File: config.mk
export PLATFORM = sky130hd
export DESIGN_NAME = pmp_chk_arb
export DESIGN_NICKNAME = d
export VERILOG_FILES = /design/src/rtl/pmp_chk_arb_pkg.sv /design/src/rtl/pmp_chk_arb_rr_arb.sv /design/src/rtl/pmp_chk_arb.sv
export SDC_FILE = /design/constraint.sdc
export NUM_CORES = 1
export LEC_CHECK = 0
export CAP_MARGIN = 20
export CORE_UTILIZATION = 43
export DETAILED_ROUTE_END_ITERATION = 16
export MAX_ROUTING_LAYER = met4
export PLACE_DENSITY_LB_ADDON = 0.25
export SYNTH_ARGS = -nofsm -noshare
export SYNTH_HDL_FRONTEND = slang
export SYNTH_SLANG_ARGS = --single-unit
File: constraint.sdc
create_clock -name clk -period 8.46 [get_ports clk]
set_clock_uncertainty 0.15 [all_clocks]
set_input_delay 2.115 -clock clk [delete_from_list [all_inputs] [get_ports clk]]
set_output_delay 2.115 -clock clk [all_outputs]
set_load 0.02 [all_outputs]
File: src/rtl/pmp_chk_arb_pkg.sv
// Shared PMP definitions: access-mode encoding and per-entry configuration layout.
package pmp_chk_arb_pkg;

  typedef enum logic [1:0] {
    PMP_ACC_NONE  = 2'b00,
    PMP_ACC_LOAD  = 2'b01,
    PMP_ACC_STORE = 2'b10,
    PMP_ACC_FETCH = 2'b11
  } pmp_acc_e;

  typedef enum logic [1:0] {
    PMP_A_OFF   = 2'b00,
    PMP_A_TOR   = 2'b01,
    PMP_A_NA4   = 2'b10,
    PMP_A_NAPOT = 2'b11
  } pmp_amatch_e;

  typedef struct packed {
    logic        lock;
    logic [1:0]  rsvd;
    pmp_amatch_e amatch;
    logic        x;
    logic        w;
    logic        r;
  } pmp_cfg_t;

  // Mode 00 carries no access and must never be reported as permitted.
  function automatic logic acc_valid(input pmp_acc_e m);
    return m != PMP_ACC_NONE;
  endfunction

endpackage

File: src/rtl/pmp_chk_arb_rr_arb.sv
// Round-robin arbiter: one-hot grant to the first requester at or after ptr.
module rr_arb #(
  parameter int unsigned N = 4
) (
  input  logic [N-1:0]         req,
  input  logic [$clog2(N)-1:0] ptr,
  output logic [N-1:0]         gnt
);

  localparam int unsigned PW = $clog2(N);

  always_comb begin
    logic          found;
    logic [PW-1:0] idx;
    gnt   = '0;
    found = 1'b0;
    idx   = '0;
    for (int unsigned k = 0; k < N; k++) begin
      idx = PW'((32'(ptr) + k) % N);
      if (!found && req[idx]) begin
        gnt[idx] = 1'b1;
        found    = 1'b1;
      end
    end
  end

endmodule

File: src/rtl/pmp_chk_arb.sv
// Shares one PMP compare channel between REQ_NUM requesters through a two-stage
// CHK/RSP pipeline with round-robin admission and a saturating deny counter.
module pmp_chk_arb
  import pmp_chk_arb_pkg::*;
#(
  parameter int unsigned REQ_NUM    = 4,
  parameter int unsigned ADDR_WIDTH = 32,
  parameter int unsigned CNT_WIDTH  = 16
) (
  input  logic                          clk,
  input  logic                          rst_n,
  input  logic [REQ_NUM-1:0]            v_req_vld,
  input  logic [ADDR_WIDTH*REQ_NUM-1:0] v_req_addr,
  input  logic [2*REQ_NUM-1:0]          v_req_mode,
  output logic [REQ_NUM-1:0]            v_req_rdy,
  output logic [REQ_NUM-1:0]            v_rsp_vld,
  output logic                          rsp_pass,
  input  logic [REQ_NUM-1:0]            v_rsp_rdy,
  output logic [ADDR_WIDTH-1:0]         chk_addr,
  output logic [1:0]                    chk_mode,
  input  logic                          chk_pass,
  input  logic                          flush,
  output logic [CNT_WIDTH-1:0]          deny_cnt
);

  localparam int unsigned IDW = $clog2(REQ_NUM);

  logic                  chk_vld;
  logic [ADDR_WIDTH-1:0] chk_addr_q;
  pmp_acc_e              chk_mode_q;
  logic [IDW-1:0]        chk_id;
  logic                  rsp_vld;
  logic                  rsp_pass_q;
  logic [IDW-1:0]        rsp_id;
  logic [IDW-1:0]        rr_ptr;
  logic [CNT_WIDTH-1:0]  deny_q;

  logic [REQ_NUM-1:0]    gnt;
  logic [IDW-1:0]        gnt_id;
  logic                  rsp_fire;
  logic                  rsp_free;
  logic                  chk_adv;
  logic                  chk_free;
  logic                  accept;
  logic                  xfer;
  logic                  chk_pass_eff;

  rr_arb #(.N(REQ_NUM)) u_rr_arb (
    .req (v_req_vld),
    .ptr (rr_ptr),
    .gnt (gnt)
  );

  always_comb begin
    gnt_id = '0;
    for (int unsigned i = 0; i < REQ_NUM; i++) begin
      if (gnt[i]) gnt_id = IDW'(i);
    end
  end

  // Free-slot chain runs back to front so a draining RSP lets CHK and a new
  // request move in the same cycle.
  assign rsp_fire     = rsp_vld && v_rsp_rdy[rsp_id];
  assign rsp_free     = !rsp_vld || rsp_fire;
  assign chk_adv      = chk_vld && rsp_free;
  assign chk_free     = !chk_vld || chk_adv;
  assign accept       = rst_n && !flush && chk_free && (|gnt);
  assign xfer         = chk_adv && !flush;
  assign chk_pass_eff = chk_pass && acc_valid(chk_mode_q);

  assign v_req_rdy = accept ? gnt : '0;
  assign chk_addr  = chk_vld ? chk_addr_q : '0;
  assign chk_mode  = chk_vld ? chk_mode_q : PMP_ACC_NONE;
  assign rsp_pass  = rsp_vld && rsp_pass_q;
  assign deny_cnt  = deny_q;

  always_comb begin
    v_rsp_vld = '0;
    if (rsp_vld) v_rsp_vld[rsp_id] = 1'b1;
  end

  always_ff @(posedge clk) begin
    if (!rst_n) begin
      chk_vld <= 1'b0;
      rsp_vld <= 1'b0;
      rr_ptr  <= '0;
      deny_q  <= '0;
    end else begin
      if (flush) begin
        chk_vld <= 1'b0;
        rsp_vld <= 1'b0;
      end else begin
        if (chk_adv)       rsp_vld <= 1'b1;
        else if (rsp_fire) rsp_vld <= 1'b0;
        if (accept)        chk_vld <= 1'b1;
        else if (chk_adv)  chk_vld <= 1'b0;
      end
      if (accept) begin
        rr_ptr <= (32'(gnt_id) == REQ_NUM - 1) ? '0 : gnt_id + 1'b1;
      end
      if (xfer && acc_valid(chk_mode_q) && !chk_pass && (deny_q != '1)) begin
        deny_q <= deny_q + 1'b1;
      end
    end
  end

  // Payload registers are qualified by the valid bits above and need no reset.
  always_ff @(posedge clk) begin
    if (accept) begin
      chk_addr_q <= v_req_addr[32'(gnt_id) * ADDR_WIDTH +: ADDR_WIDTH];
      chk_mode_q <= pmp_acc_e'(v_req_mode[32'(gnt_id) * 2 +: 2]);
      chk_id     <= gnt_id;
    end
    if (chk_adv) begin
      rsp_pass_q <= chk_pass_eff;
      rsp_id     <= chk_id;
    end
  end

endmodule

==> impl_metrics.py <==
metrics = {
    "power_and_ir_drop": {
        "switchingPower_uw": 658,
        "peakVddDrop_uv": 182,
        "clockPowerShare_pct": 14.6,
        "power_density_nw_per_um2": 274,
        "leakagePower_uw": 0.00219,
        "seqPwrFrac_pct": 28.8,
        "p_int_uw": 1010,
        "p_comb_share_pct": 56.6,
        "power_uw": 1670,
        "p_sw_share_pct": 39.4,
    },
    "cells_and_area": {
        "antenna_cells": 0,
        "areaGrowthSynthToFinish_pct": 57.0,
        "layout-drive-gt1-share_pct": 8.36,
        "fin_nets": 724,
        "layout_commonest_cell": "clkdlybuf4s50_1",
        "final_cells": 682,
        "mostFrequentLayoutCells": "206 x clkdlybuf4s50_1, 52 x and2_1, 48 x nand2_1, 39 x edfxtp_1, 34 x a2bb2oi_1",
    },
    "floorplan": {
        "dieArea_um2": 9420,
        "start_util_pct": 44.6,
        "design.portCount": 207,
        "die_h_um": 97.1,
        "core_um2": 8720,
        "rows": 34,
        "die_width_um": 97.1,
    },
    "drt": {
        "drtIter0Drc": 128,
        "drtPass1Iterations": 4,
        "wl_per_cell_um": 17.3,
        "routed_wl_um": 11800,
        "vias": 3762,
        "detail-route-antenna-nets": 0,
        "remaining_drc_errors": 0,
        "vias_per_cell": 5.52,
    },
    "setup_path": {
        "end_kind": "output port",
        "path_cells": "clkdlybuf4s50_1 > mux4_2 > nor3b_2 > a21oi_1 > and2_2 > nor2_1 > clkdlybuf4s50_1",
        "crit_buf_inv": 2,
        "crit_type": "primary input to output port",
        "regToRegSetupSlack_ns": 4.04,
        "timing.rr.end": "chk_addr_q[18]",
        "worstPathRequired_ns": 6.20,
        "worstRegToRegCells": 8,
        "slowest_stage": "and2_2",
        "critPathTopFamily": "simple AND/OR/NAND/NOR gates",
        "worstSetupStartpointType": "primary input",
        "path_max_fanout": 40,
        "r2r_start": "rr_ptr[0]",
        "cpMostUsedCell": "clkdlybuf4s50_1",
        "cpPeakStageDelay_ns": 0.87,
        "crit_arrival_ns": 5.07,
    },
    "global_route": {
        "antenna_found_initial": 0,
        "met2_usage_pct": 45.5,
        "gr-usage-met3_pct": 4.53,
        "gr-total-overflow": 0,
        "grt_pass1_wl_um": 18300,
        "top_usage_layer": "met2",
        "grt_max_degree": 41,
        "track_usage_pct": 25.2,
        "grt_pass1_vias": 3710,
        "use_met1_pct": 27.9,
    },
    "timing": {
        "setup_viol": 0,
        "slew_headroom_pct": 32.2,
        "rsz0062_at_grt": "no",
        "finalSetupTns_ns": 0,
        "worst_pin_slew_ns": 1.02,
        "fin_crit_sh_pct": 86.7,
        "hold_violations": 0,
        "slew_viol_final": 0,
        "fmax_mhz": 136,
        "min_period_ns": 7.33,
    },
    "place": {
        "post-dp-hpwl_um": 8600,
        "port_buffers": 206,
        "dp_cells": 666,
        "place.gp.congestion": 0.907,
    },
    "clock_tree": {
        "clk_path_buf_depth": 2,
        "clock_latency_ns": 0.33,
        "clkTransAtPathRegs_ns": 0.07,
        "ctsHoldBuffers": 0,
        "cts_tree": "built",
        "clkSinkCount": 59,
        "cts-resized-gates": 0,
        "cts_buffers": 9,
        "cts-root-buf": "clkbuf_8",
        "postCtsSetupBuffers": 0,
        "cts-htree-levels": 3,
    },
    "yosys": {
        "synth.distinct_cells": 49,
        "netlist_instances": 377,
        "synth_warnings": 0,
        "syn_area_um2": 3890,
        "synth-seq-area-share_pct": 40.4,
        "syn_avg_cell_area_um2": 10.3,
        "synthesis.nets": 532,
        "async_flop_share_pct": 0,
        "synth_flop_cell": "edfxtp_1",
        "ys_ff_latch": 59,
        "synth_edf_count": 39,
    },
    "hold_path": {
        "holdCritPathClass": "flop to flop",
        "min-delay-start": "chk_id[1]",
        "min_path_cells": 0,
        "min_to": "rsp_id[1]",
    },
    "outcome": {
        "status": "completed",
    },
    "run": {
        "cap_violations": 0,
    },
}
==> power groups by stage <==
stage	Clock [uW]	Sequential (uW)	Combinational, uW
after detailed placement	0	489	946
final	243	481	946
after global routing	260	491	1010
after global placement	0	484	923
after CTS	247	483	951
after floorplan	0	468	741
==> state kept, by name, summed over array words and instances (netlist names) <==
register / flops
rsp_id: 2
chk_mode_q: 2
rsp_pass_q: 1
rsp_vld: 1
chk_addr_q: 32
rr_ptr: 2
chk_id: 2
deny_cnt: 16
chk_vld: 1
==> worst max path at each step <==
stage	start	end	slack, ns	cells after the start
2_1_floorplan	v_req_vld[1]	v_req_rdy[3]	2.36	6
3_3_place_gp	v_req_vld[1]	v_req_rdy[2]	1.18	7
3_5_place_dp	v_req_vld[2]	v_req_rdy[2]	1.15	7
4_1_cts	v_req_vld[2]	v_req_rdy[2]	1.13	7
5_1_grt	v_req_vld[2]	v_req_rdy[2]	0.97	7
6_report	v_req_vld[2]	v_req_rdy[2]	1.13	7
==> per-stage QoR <==
step                      setup slack [ns]  hold slack (ns)  area [um2]  utilization, %
after floorplan                       2.36            0.250        3890               -
after global placement                1.18            0.253        5910            67.7
after detailed placement              1.15            0.259        5920            67.8
after CTS                             1.13            0.275        6100            70.0
after global routing                 0.969            0.300        6100            70.0
final                                 1.13            0.272        6100            70.0
==> layer usage <==
layer,vias up,wire length [um]
met1,1762,4760
met5,-,0
met3,22,761
li1,1803,-
met2,175,6000
met4,0,250
==> cells in the mapped netlist (all sizes together), types with 2 or more instances <==
cell type | instances | area [um2]
a2bb2oi | 34 | 298
and3 | 5 | 31.3
xor2 | 9 | 78.8
clkbuf | 6 | 22.5
nand3 | 6 | 30.0
o221ai | 34 | 392
nand2 | 48 | 180
and4 | 2 | 17.5
and2 | 53 | 332
nand3b | 2 | 27.5
inv | 8 | 30.0
xnor2 | 3 | 26.3
mux4 | 4 | 90.1
edfxtp | 39 | 1170
ha | 7 | 87.6
o211ai | 2 | 20.0
buf | 22 | 185
or3 | 3 | 18.8
a21boi | 3 | 22.5
mux2 | 3 | 33.8
nand4 | 3 | 18.8
nor3b | 2 | 20.0
nor4 | 2 | 12.5
nand2b | 5 | 31.3
a21oi | 4 | 20.0
nor3 | 8 | 40.0
dfxtp | 20 | 400
nor2 | 16 | 60.1
o21ai | 7 | 35.0
nor2b | 5 | 31.3
==> cell type report <==
type	instances	area, um2
flip-flops and latches	59	1570
fillers	684	2620
clock buffers	12	166
repair buffers	209	2090
inverters	8	30.0
multi-input cells	282	2090
well taps	108	135
clock inverters	4	21.3
==> kinds of logic after synthesis <==
kind of cell | Yosys count | synth area share, %
and+or+nand+nor | 162 | 22.4
AOI/OAI and AO/OA | 93 | 22.7
DFF | 59 | 40.4
buffers and inverters | 36 | 6.12
xor gates and xnor gates | 12 | 2.70
muxes | 8 | 3.44
adders and majority gates | 7 | 2.25
No activity file was read; power rests on OpenSTA's default activity.
